<file path="config.mk">
export PLATFORM = sky130hd
export DESIGN_NAME = alu_div_seq
export DESIGN_NICKNAME = d
export VERILOG_FILES = /design/src/rtl/alu_div_seq_pkg.sv /design/src/rtl/alu_div_step.sv /design/src/rtl/alu_div_seq.sv
export SDC_FILE = /design/constraint.sdc
export NUM_CORES = 1
export LEC_CHECK = 0
export CORE_MARGIN = 2
export CORE_UTILIZATION = 40
export CTS_BUF_LIST = sky130_fd_sc_hd__clkbuf_4
export CTS_CLUSTER_SIZE = 24
export DETAILED_ROUTE_END_ITERATION = 7
export HOLD_SLACK_MARGIN = 0.08
export PLACE_DENSITY = 0.6
export SETUP_SLACK_MARGIN = 0.02
export SKIP_LAST_GASP = 1
export SLEW_MARGIN = 20
export SYNTH_ARGS = -nofsm -noshare
export SYNTH_HDL_FRONTEND = slang
export SYNTH_SLANG_ARGS = --single-unit
</file>
<file path="constraint.sdc">
create_clock -name clk -period 4.9 [get_ports clk]
set_clock_uncertainty 0.2 [all_clocks]
set_input_delay 1.225 -clock clk [delete_from_list [all_inputs] [get_ports clk]]
set_output_delay 1.225 -clock clk [all_outputs]
set_load 0.03 [all_outputs]
</file>
<file path="src/rtl/alu_div_seq_pkg.sv">
// Shared definitions for the sequential restoring divider: FSM states,
// default operand width and the divide-by-zero quotient pattern.
package alu_div_seq_pkg;

    typedef enum logic [1:0] {
        S_IDLE = 2'd0,
        S_RUN  = 2'd1,
        S_FIX  = 2'd2,
        S_DONE = 2'd3
    } div_state_e;

    localparam int DIV_DEFAULT_WIDTH = 32;
    localparam int DIV_MAX_WIDTH     = 64;

    // All-ones quotient for a zero divisor; users slice it to their WIDTH.
    localparam logic [DIV_MAX_WIDTH-1:0] DIV_DBZ_QUOTIENT_ALL = '1;

endpackage

</file>
<file path="src/rtl/alu_div_step.sv">
// One restoring-division iteration: shift {A,Q} left, trial-subtract the
// divisor magnitude, keep the difference only when it is non-negative.
module alu_div_step #(
    parameter int WIDTH = 32
) (
    input  logic [WIDTH:0]   a,
    input  logic [WIDTH-1:0] q,
    input  logic [WIDTH-1:0] d,
    output logic [WIDTH:0]   a_next,
    output logic [WIDTH-1:0] q_next
);

    logic [WIDTH+1:0] shifted;
    logic [WIDTH+1:0] trial;

    // One spare bit above A makes the borrow visible as the trial's MSB.
    assign shifted = {a, q[WIDTH-1]};
    assign trial   = shifted - {2'b00, d};

    always_comb begin
        a_next = trial[WIDTH+1] ? shifted[WIDTH:0] : trial[WIDTH:0];
        q_next = {q[WIDTH-2:0], ~trial[WIDTH+1]};
    end

endmodule

</file>
<file path="src/rtl/alu_div_seq.sv">
// Multi-cycle signed/unsigned restoring divider with start/done handshake.
// Handshake: start is sampled only in IDLE; busy marks the op in flight;
// done pulses one cycle when quotient/remainder/result are valid.
module alu_div_seq
    import alu_div_seq_pkg::*;
#(
    parameter int WIDTH = DIV_DEFAULT_WIDTH
) (
    input  logic               clk,
    input  logic               rst_n,
    input  logic               start,
    input  logic               signed_mode,
    input  logic [WIDTH-1:0]   dividend,
    input  logic [WIDTH-1:0]   divisor,
    output logic               busy,
    output logic               done,
    output logic               div_by_zero,
    output logic [WIDTH-1:0]   quotient,
    output logic [WIDTH-1:0]   remainder,
    output logic [2*WIDTH-1:0] result,
    output logic [1:0]         dbg_state
);

    localparam int               CNT_W     = $clog2(WIDTH) + 1;
    localparam logic [CNT_W-1:0] LAST_STEP = CNT_W'(WIDTH - 1);

    div_state_e       state;
    logic [CNT_W-1:0] cnt;
    logic [WIDTH:0]   acc;
    logic [WIDTH-1:0] q;
    logic [WIDTH-1:0] dvs_abs;
    logic [WIDTH-1:0] dvd_raw;
    logic             neg_q;
    logic             neg_r;
    logic             dbz;

    logic             dividend_neg;
    logic             divisor_neg;
    logic [WIDTH-1:0] dividend_abs;
    logic [WIDTH-1:0] divisor_abs;
    logic [WIDTH:0]   acc_next;
    logic [WIDTH-1:0] q_next;

    always_comb begin
        dividend_neg = signed_mode & dividend[WIDTH-1];
        divisor_neg  = signed_mode & divisor[WIDTH-1];
        dividend_abs = dividend_neg ? -dividend : dividend;
        divisor_abs  = divisor_neg  ? -divisor  : divisor;
    end

    alu_div_step #(.WIDTH(WIDTH)) u_step (
        .a      (acc),
        .q      (q),
        .d      (dvs_abs),
        .a_next (acc_next),
        .q_next (q_next)
    );

    // Outputs are registered from the current state, so each lands one edge
    // after its state is entered; a zero divisor passes through FIX to take
    // the same path to DONE without any RUN steps.
    always_ff @(posedge clk or negedge rst_n) begin
        if (!rst_n) begin
            state       <= S_IDLE;
            cnt         <= '0;
            acc         <= '0;
            q           <= '0;
            dvs_abs     <= '0;
            dvd_raw     <= '0;
            neg_q       <= 1'b0;
            neg_r       <= 1'b0;
            dbz         <= 1'b0;
            busy        <= 1'b0;
            done        <= 1'b0;
            div_by_zero <= 1'b0;
            quotient    <= '0;
            remainder   <= '0;
        end else begin
            case (state)
                S_IDLE: begin
                    busy <= 1'b0;
                    done <= 1'b0;
                    if (start) begin
                        acc         <= '0;
                        q           <= dividend_abs;
                        dvs_abs     <= divisor_abs;
                        dvd_raw     <= dividend;
                        neg_q       <= dividend_neg ^ divisor_neg;
                        neg_r       <= dividend_neg;
                        dbz         <= (divisor == '0);
                        div_by_zero <= 1'b0;
                        cnt         <= '0;
                        state       <= (divisor == '0) ? S_FIX : S_RUN;
                    end
                end
                S_RUN: begin
                    busy <= 1'b1;
                    acc  <= acc_next;
                    q    <= q_next;
                    cnt  <= cnt + 1'b1;
                    if (cnt == LAST_STEP) begin
                        state <= S_FIX;
                    end
                end
                S_FIX: begin
                    busy <= 1'b1;
                    if (dbz) begin
                        quotient  <= DIV_DBZ_QUOTIENT_ALL[WIDTH-1:0];
                        remainder <= dvd_raw;
                    end else begin
                        quotient  <= neg_q ? -q : q;
                        remainder <= neg_r ? -acc[WIDTH-1:0] : acc[WIDTH-1:0];
                    end
                    state <= S_DONE;
                end
                S_DONE: begin
                    busy        <= 1'b0;
                    done        <= 1'b1;
                    div_by_zero <= dbz;
                    state       <= S_IDLE;
                end
                default: state <= S_IDLE;
            endcase
        end
    end

    assign result    = {remainder, quotient};
    assign dbg_state = state;

endmodule

</file>
# Yosys cells after proc, flatten, opt, wreduce, memory -nomap -nowiden
# Cells that the tools add are included.
[word_totals]
reg_bits = 207
latchBits = 0
mem_bits_rw = 0
mem_bits_ro = 0
wordCells = 61
n_memories = 0
[op_classes]
addsub = 6
mul = 0
div = 0
order_cmp = 0
eq_ne = 6
shifts = 0
n_mux = 21
n_bitwise = 4
reduce_logical = 10
[ops]
columns = ["operator", "count"]
rows = [
  ["2-to-1 mux 32 bit", 7],
  ["negator 32 bit", 4],
  ["2-to-1 mux 33 bit", 2],
  ["one-hot mux 33 bit (2 select lines)", 1],
  ["one-hot mux 32 bit (2 select lines)", 1],
  ["subtractor 34 x 32 -> 34 bit", 1],
  ["logical NOT 32 bit", 1],
  ["one-hot mux 6 bit (2 select lines)", 1],
  ["one-hot mux 2 bit (4 select lines)", 1],
  ["AND reduction 2 bit", 4],
  ["adder 6 x 1 -> 6 bit (second input constant)", 1],
  ["equality test 6 x 5 -> 1 bit (second input constant)", 1],
  ["2-to-1 mux 2 bit", 3],
  ["2-to-1 mux 6 bit", 1],
  ["one-hot mux 1 bit (2 select lines)", 3],
  ["equality test 2 bit (second input constant)", 2],
  ["!= test 2 bit (second input constant)", 2],
  ["nonzero test 2 bit", 2],
  ["OR reduction 2 bit", 2],
  ["bitwise AND 1 bit", 2],
  ["equality test 2 x 1 -> 1 bit (second input constant)", 1],
  ["logical NOT 2 bit", 1],
  ["2-to-1 mux 1 bit", 1],
  ["inverter 1 bit", 1],
  ["bitwise XOR 1 bit", 1],
]

# Depth between registers and ports, before layout
# Gate-level depths: netlist of the first run.
[depth]
depth_word = 4
depth_mapped = 14
depth_no_buf = 13

# Modules after synthesis
# From an unflattened synthesis of the first run, not the netlist that was laid out.
[hier_totals]
hier_cells = 1528
hier_area_um2 = 13925.9
[by_module_without_submodules]
columns = ["module", "instances", "cells_each", "area_per_inst_um2", "seq_area_each_um2"]
rows = [
  ["alu_div_seq", 1, 1191, 11479.8, 5180.0],
  ["alu_div_step", 1, 337, 2446.1, 0.0],
]

# Worst setup path after synthesis of the first run
# OpenSTA, ideal clock, no wires.
[synth_timing]
path_kind = "input -> register"
startpoint = "input dividend[4]"
endpoint = "register q[28]"
arrival_time_ns = 3.542
required_ns = 4.617
setup_slack_ns = 1.075
stages = 9
n_path_buf = 0
path_cell_list = "or3_1 nor3b_1 and4b_1 nor3b_1 nand2_1 o41ai_1 xnor2_1 mux2i_1 o21ai_0"
[synth_via]
elab_chain_cells = 4
[synth_rtl]
columns = ["element", "line", "source"]
rows = [
  ["start, declared", "alu_div_seq.sv:13", "input logic [WIDTH-1:0] dividend,"],
  ["negator 32 bit", "alu_div_seq.sv:47", "dividend_abs = dividend_neg ? -dividend : dividend;"],
  ["2-to-1 mux 32 bit", "alu_div_seq.sv:47", ""],
  ["2-to-1 mux 32 bit", "alu_div_seq.sv:83", "if (start) begin"],
  ["one-hot mux 32 bit (2 select lines)", "alu_div_seq.sv:79", "case (state)"],
  ["end signal, assigned", "alu_div_seq.sv:85", "q <= dividend_abs;"],
  ["end signal, assigned", "alu_div_seq.sv:99", "q <= q_next;"],
  ["end, declared", "alu_div_seq.sv:30", "logic [WIDTH-1:0] q;"],
]
# Every way passes these cells. The select of a mux whose other input is x is not followed.
# A chain may end at the register's enable or synchronous reset.

# Worst setup path in the final report of the first run
[layout_timing]
startpoint = "register acc[10]"
endpoint = "register acc[9]"
[layout_via]
elab_chain_cells = 3
[layout_rtl]
columns = ["element", "line", "source"]
rows = [
  ["start, declared", "alu_div_seq.sv:29", "logic [WIDTH:0] acc;"],
  ["start signal, assigned", "alu_div_seq.sv:98", "acc <= acc_next;"],
  ["subtractor 34 x 32 -> 34 bit", "alu_div_step.sv:18", "assign trial = shifted - {2'b00, d};"],
  ["2-to-1 mux 33 bit", "alu_div_step.sv:21", "a_next = trial[WIDTH+1] ? shifted[WIDTH:0] : trial[WIDTH:0];"],
  ["one-hot mux 33 bit (2 select lines)", "alu_div_seq.sv:79", ""],
]
# Every way passes these cells.

==> impl_metrics.toml, run 1 <==
[global_routing]
grtUsageTotal_pct = 20.1
grt_max_degree = 108
top_usage_layer = "met2"
grt_pass1_vias = 11400
gr-usage-met2_pct = 32.5
grtUsageMet1_pct = 27.7
antenna_found_initial = 1
grt_pass1_wl_um = 58800
use_met3_pct = 2.72
overflow = 0

[pwr]
p_switching_mw = 5.88
peakVddDrop_mv = 0.329
p_int_mw = 6.33
combPwrFrac_pct = 60.3
p_leak_nw = 6.81
seqPwrFrac_pct = 27.5
pwr-share-clk_pct = 12.2
pwr_density_cell_nw_per_um2 = 746
switching_share_pct = 48.2

[routing]
drt-total-wl_um = 35600
via_per_inst = 5.28
dr.pass1.iters = 5
antenna_left = 0
drtIter0Drc = 724
vias = 11700
drc = 0
route.detailed.wl_per_inst_um = 16.1

[timing]
final.min_clock_period_ns = 3.87
fin_crit_sh_pct = 79.0
max_slew_margin_pct = 31.8
slew_violations = 0
setup_ws_ns = 1.03
setup_viol = 0
tns_ns = 0
worst_pin_slew_ns = 1.02
max_freq_mhz = 258
rsz0062_at_grt = "false"
hold_viol_final = 0

[critical_path]
rr_endpoint = "acc[9]$_DFFE_PN0P_"
required_ns = 5.23
r2r-start = "acc[10]$_DFFE_PN0P_"
cp-start-kind = "flip-flop"
cp_data_arrival_time_ns = 4.20
critPathKind = "reg -> reg"
reg2regPathDepth = 11
ff2ff_setup_slack_ns = 1.03
critPathMaxFanout = 35
crit_path_end_kind = "flip-flop"

[cts]
cts-htree-levels = 2
cts_buffers = 57
post_cts_buffers = 0
clkLatencyLatePin_ns = 0.70
cts_resized = 0
clkTransAtPathRegs_ns = 0.06
cts_buffer_depth = 3
cts-root-buf = "clkbuf_4"
cts_tree = "done"
cts.sinks = 207
hold_buffers = 0

[place]
port_buffers = 200
place_area_sq_um = 15600
dp_hpwl_um = 26100
place.gp.congestion = 0.863
pre_cts_ws_ns = 0.504
dp.cells = 2109

[floorplanning]
initial_core_util_pct = 40.6
coreArea_sq_um = 33600
ioPinCount = 201
die_x_um = 189
die_h_um = 189
rows = 67
dieArea_sq_um = 35700

[logic_synthesis]
syn_inst = 1589
async_reset_ff_share_pct = 100
synth-seq-area-share_pct = 37.9
ys_ff_latch = 207
synthFlopType = "dfrtp_1"
syn-num-nets = 1699
syn-mean-instance-area_sq_um = 8.60
ys.warnings.count = 0
syn_area_sq_um = 13700
ys_types = 62
synth-edff-count = 0

[hold_path]
min-delay-start = "dvs_abs[13]$_DFFE_PN0P_"
min_to = "dvs_abs[13]$_DFFE_PN0P_"
whs_path_depth = 2
holdCritPathClass = "reg -> reg"

[status]
status = "finished clean"

[finish]
drive_gt1_share_pct = 11.2
stdcell_area_sq_um = 16300
final_util_pct = 48.6
instances_no_fill = 2208
num-nets-final = 1831
syn_to_final_growth_pct = 19.6

[run]
drv_cap = 0
[power by group through the flow]
stage | logic, mW | registers, mW | clock network (mW)
after floorplan | 5.09 | 3.59 | 0
after global placement | 7.29 | 3.35 | 0
after detailed placement | 7.35 | 3.39 | 0
after CTS | 7.38 | 3.36 | 1.55
after global routing | 8.12 | 3.50 | 1.64
final | 7.35 | 3.36 | 1.49
[worst max-delay path by stage]
stage	from	end
finish	acc[10]$_DFFE_PN0P_	acc[9]$_DFFE_PN0P_
global route	acc[10]$_DFFE_PN0P_	acc[1]$_DFFE_PN0P_
CTS	acc[10]$_DFFE_PN0P_	acc[23]$_DFFE_PN0P_
detailed placement	dividend[2]	q[28]$_DFFE_PN0P_
global placement	dividend[6]	q[28]$_DFFE_PN0P_
floorplan	dividend[4]	q[28]$_DFFE_PN0P_
[metrics by stage]
step | hold slack, ns | total power [mW]
2_1_floorplan | 0.250 | 8.68
3_3_place_gp | 0.263 | 10.6
3_5_place_dp | 0.270 | 10.7
4_1_cts | 0.285 | 12.3
5_1_grt | 0.300 | 13.3
6_report | 0.276 | 12.2
[synthesized netlist by cell type (3+ instances only)]
cell / count / area [sq um]
o22ai_1: 5 / 31.3
nor2b_1: 11 / 68.8
and2_1: 8 / 50.1
o21bai_1: 7 / 52.6
nand3_1: 13 / 65.1
or2_2: 6 / 37.5
a21o_1: 15 / 113
ha_1: 41 / 513
or4_4: 3 / 33.8
xnor2_1: 50 / 438
o211ai_1: 20 / 150
a211o_1: 5 / 43.8
xor2_1: 88 / 771
mux2_2: 63 / 709
nor3b_1: 5 / 37.5
o21ai_0: 153 / 766
or3_1: 15 / 93.8
nand2b_1: 9 / 56.3
buf_4: 64 / 480
nor4_1: 13 / 81.3
dfrtp_1: 207 / 5180
clkbuf_1: 73 / 274
a221o_1: 12 / 120
mux2i_1: 11 / 110
buf_2: 4 / 20.0
nand2_1: 211 / 792
o41ai_1: 17 / 149
a21oi_1: 130 / 651
inv_1: 56 / 210
nand4_1: 26 / 163
and3_1: 7 / 43.8
or4_1: 12 / 90.1
nor3_1: 27 / 135
buf_1: 8 / 30.0
o31ai_1: 29 / 218
o21a_1: 12 / 90.1
a211oi_1: 6 / 45.0
a31oi_1: 7 / 43.8
nor2_1: 110 / 413
[layout make-up]
type                    count  area [sq um]
clock buffers              82           616
repair buffers            223          2220
multi-input cells        1175          7480
clock inverters            15          70.1
fillers                  3279         17300
flip-flops and latches    207          5180
well taps                 448           561
inverters                  57           214
diodes                      1          2.50
[kinds of logic after synthesis]
logic type | count (synthesis) | synth area share, %
AOI/OAI and AO/OA | 437 | 19.4
xor gates and xnor gates | 138 | 8.85
adders and majority gates | 42 | 3.90
buffers and inverters | 207 | 7.54
DFF | 207 | 37.9
muxes | 74 | 6.00
and+or+nand+nor | 484 | 16.4
[cells in the final DEF, fill, tap and decap left out, types with 3 or more instances in the layout]
master and n:
nand2_1 210, dfrtp_1 206, clkdlybuf4s50_1 199, o21ai_0 153, a21oi_1 130, nor2_1 109
xor2_1 88, clkbuf_4 82, mux2_2 63, inv_1 56, xnor2_1 50, ha_1 39
o31ai_1 29, nor3_1 27, nand4_1 26, o211ai_1 20, buf_4 20, o41ai_1 17
a21o_1 15, or3_1 15, nand3_1 13, nor4_1 13, a221o_1 12, or4_1 12
o21a_1 11, clkinv_1 11, mux2i_1 11, nor2b_1 10, nand2b_1 9, o21bai_1 7
and2_1 7, a31oi_1 7, and3_1 7, a211oi_1 6, or2_2 6, o22ai_1 5
a211o_1 5, nor3b_1 5, or4_4 3, clkinv_2 3
[worst max-delay path, stage by stage (launching register included)]
cell	delay [ns]
dfrtp_1	0.45
ha_1	0.45
and4_1	0.25
nand4_1	0.16
a211o_1	0.34
a2111oi_2	0.55
o21bai_1	0.12
o2111ai_1	0.26
a21o_1	0.16
buf_4	0.35
a21oi_1	0.14
a221o_1	0.29
[routing by layer]
layer / vias up / share of wire (%)
li1: 5842 / -
met1: 5458 / 48
met2: 290 / 46
met3: 60 / 4.0
met4: 0 / 2.6
met5: - / 0
[flip-flops by register name, summed over array words and instances, names as in the netlist, 2 cells and up]
register   cells
dvs_abs       32
quotient      32
dvd_raw       32
q             32
acc           33
remainder     32
dbg_state      2
cnt            6
Note: power is estimated with default switching activity, not from simulation.
==> run 2, diff against run 1 <==
PLACE_DENSITY = 0.62   (was 0.6)
clock period = 3.55 ns   (was 4.9 ns; I/O delays follow)
==> run 2 against run 1 <==
Compared with the run above: clock-buffer cell count down 2; critical path type unchanged; combinational power rose by 48%; register-to-register slack got worse by 0.96 ns.
==> impl_metrics.toml, run 2 (synthesized netlist as in run 1, its figures left out) <==
[status]
status = "finished clean"

[floorplanning]
initial_core_util_pct = 40.6
dieArea_sq_um = 35700
rows = 67
coreArea_sq_um = 33600
die_x_um = 189
die_h_um = 189
ioPinCount = 201

[cts]
cts_buffer_depth = 3
clkTransAtPathRegs_ns = 0.06
clkLatencyLatePin_ns = 0.71
cts_tree = "done"
cts-root-buf = "clkbuf_4"
cts_buffers = 56
cts.sinks = 207
cts-htree-levels = 2

[routing]
route.detailed.wl_per_inst_um = 16.1
via_per_inst = 5.24
drtIter0Drc = 682
drt-total-wl_um = 37100
wl_met1_um = 17200
met2_length_um = 17500
antenna_left = 0
vias = 12100
drc = 0
routed.top_layer = "met4"
dr.pass1.iters = 7
met3_length_um = 1620

[finish]
largest_reg_flops = 33
drive_gt1_share_pct = 16.1
syn_to_final_growth_pct = 26.1
final_common_cell = "nand2_1"
fillers = 3212
top_register = "acc"
num-nets-final = 1933
instances_no_fill = 2309
layout_common_cells = "210 x nand2_1, 206 x dfrtp_1, 199 x clkdlybuf4s50_1"
final_util_pct = 51.2

[timing]
max_slew_margin_pct = 35.7
hold_viol_final = 0
fin_crit_sh_pct = 98.1
rsz0062_at_grt = "true"
max_freq_mhz = 287
setup_ws_ns = 0.0660
final.min_clock_period_ns = 3.48
worst_pin_slew_ns = 0.964
setup_viol = 0
slew_violations = 0
tns_ns = 0

[critical_path]
cp-start-kind = "flip-flop"
required_ns = 3.98
cp_data_arrival_time_ns = 3.92
critPathKind = "reg -> reg"
crit_path_end_kind = "flip-flop"
critPathMaxFanout = 4
ff2ff_setup_slack_ns = 0.07

[pwr]
p_leak_nw = 7.33
pwr_density_cell_nw_per_um2 = 1020
combPwrFrac_pct = 62.6
switching_share_pct = 47.4
pwr-share-clk_pct = 11.6
peakVddDrop_mv = 0.630
p_switching_mw = 8.28
p_int_mw = 9.20
p_total_mw = 17.5
seqPwrFrac_pct = 25.8

[global_routing]
grtUsageTotal_pct = 20.3
overflow = 0
grt_max_degree = 86
grt_pass1_vias = 11500
antenna_found_initial = 1
grt_pass1_wl_um = 59500

[place]
dp.cells = 2209
port_buffers = 200
pre_cts_ws_ns = -0.353
dp_hpwl_um = 27900
place.gp.congestion = 0.839

[run]
drv_cap = 0

[hold_path]
holdCritPathClass = "reg -> reg"
## run 2: cell type report
| class | instances | area, sq um | share of cell area, % |
|---|---|---|---|
| multi-input combinational | 1175 | 7520 | 43.7 |
| inverter | 57 | 214 | 1.24 |
| clock buffer | 80 | 601 | 3.49 |
| clock inverter | 15 | 66.3 | 0.385 |
| sequential | 207 | 5180 | 30.1 |
| tap | 448 | 561 | 3.25 |
| timing repair buffer | 326 | 3080 | 17.9 |
| antenna | 1 | 2.50 | 0.0145 |
## run 2: routing by layer
layer | vias up | GRT usage (%)
li1 | 6055 | -
met1 | 5712 | 27.1
met2 | 276 | 34.3
met4 | 0 | 5.80
met3 | 51 | 3.05
met5 | - | 0
## run 2: stage by stage
stage / area [sq um] / hold WS [ns]
floorplan: 13700 / 0.250
global placement: 16500 / 0.263
detailed placement: 16500 / 0.270
CTS: 17200 / 0.285
global route: 17200 / 0.299
finish: 17200 / 0.274
## run 2: worst paths after layout
check,endpoint,startpoint,cells after the start
max,quotient[31]$_DFFE_PN0P_,q[19]$_DFFE_PN0P_,9
min in group asynchronous,dvd_raw[27]$_DFFE_PN0P_,rst_n,2
min,dvs_abs[17]$_DFFE_PN0P_,dvs_abs[17]$_DFFE_PN0P_,2
max reg2reg,quotient[31]$_DFFE_PN0P_,q[19]$_DFFE_PN0P_,9
max in group asynchronous,dvs_abs[21]$_DFFE_PN0P_,rst_n,3
min reg2reg,dvs_abs[17]$_DFFE_PN0P_,dvs_abs[17]$_DFFE_PN0P_,2
## run 2: what timing repair did
action,in CTS,in global routing
gates resized for setup,2,5
endpoints found under the setup margin,14,37
endpoints found under the hold margin,39,0
hold buffers,1,0
buffers inserted,0,3
pin swaps,0,11
## run 2: power groups by stage
| stage | sequential (mW) | clock [mW] | combinational, mW |
|---|---|---|---|
| 2_1_floorplan | 4.96 | 0 | 7.02 |
| 3_3_place_gp | 4.49 | 0 | 10.8 |
| 3_5_place_dp | 4.54 | 0 | 10.9 |
| 4_1_cts | 4.51 | 2.11 | 10.9 |
| 5_1_grt | 4.67 | 2.24 | 12.0 |
| 6_report | 4.51 | 2.03 | 10.9 |
## run 2: worst max-delay path, stage by stage, from the launching register on
cell and delay, ns:
dfrtp_1 0.37, or4_4 0.54, or3_4 0.40, or4_4 0.45
or4_4 0.44, or3_4 0.36, o31ai_4 0.30, xnor2_1 0.15
nor2_1 0.05, a21oi_1 0.15
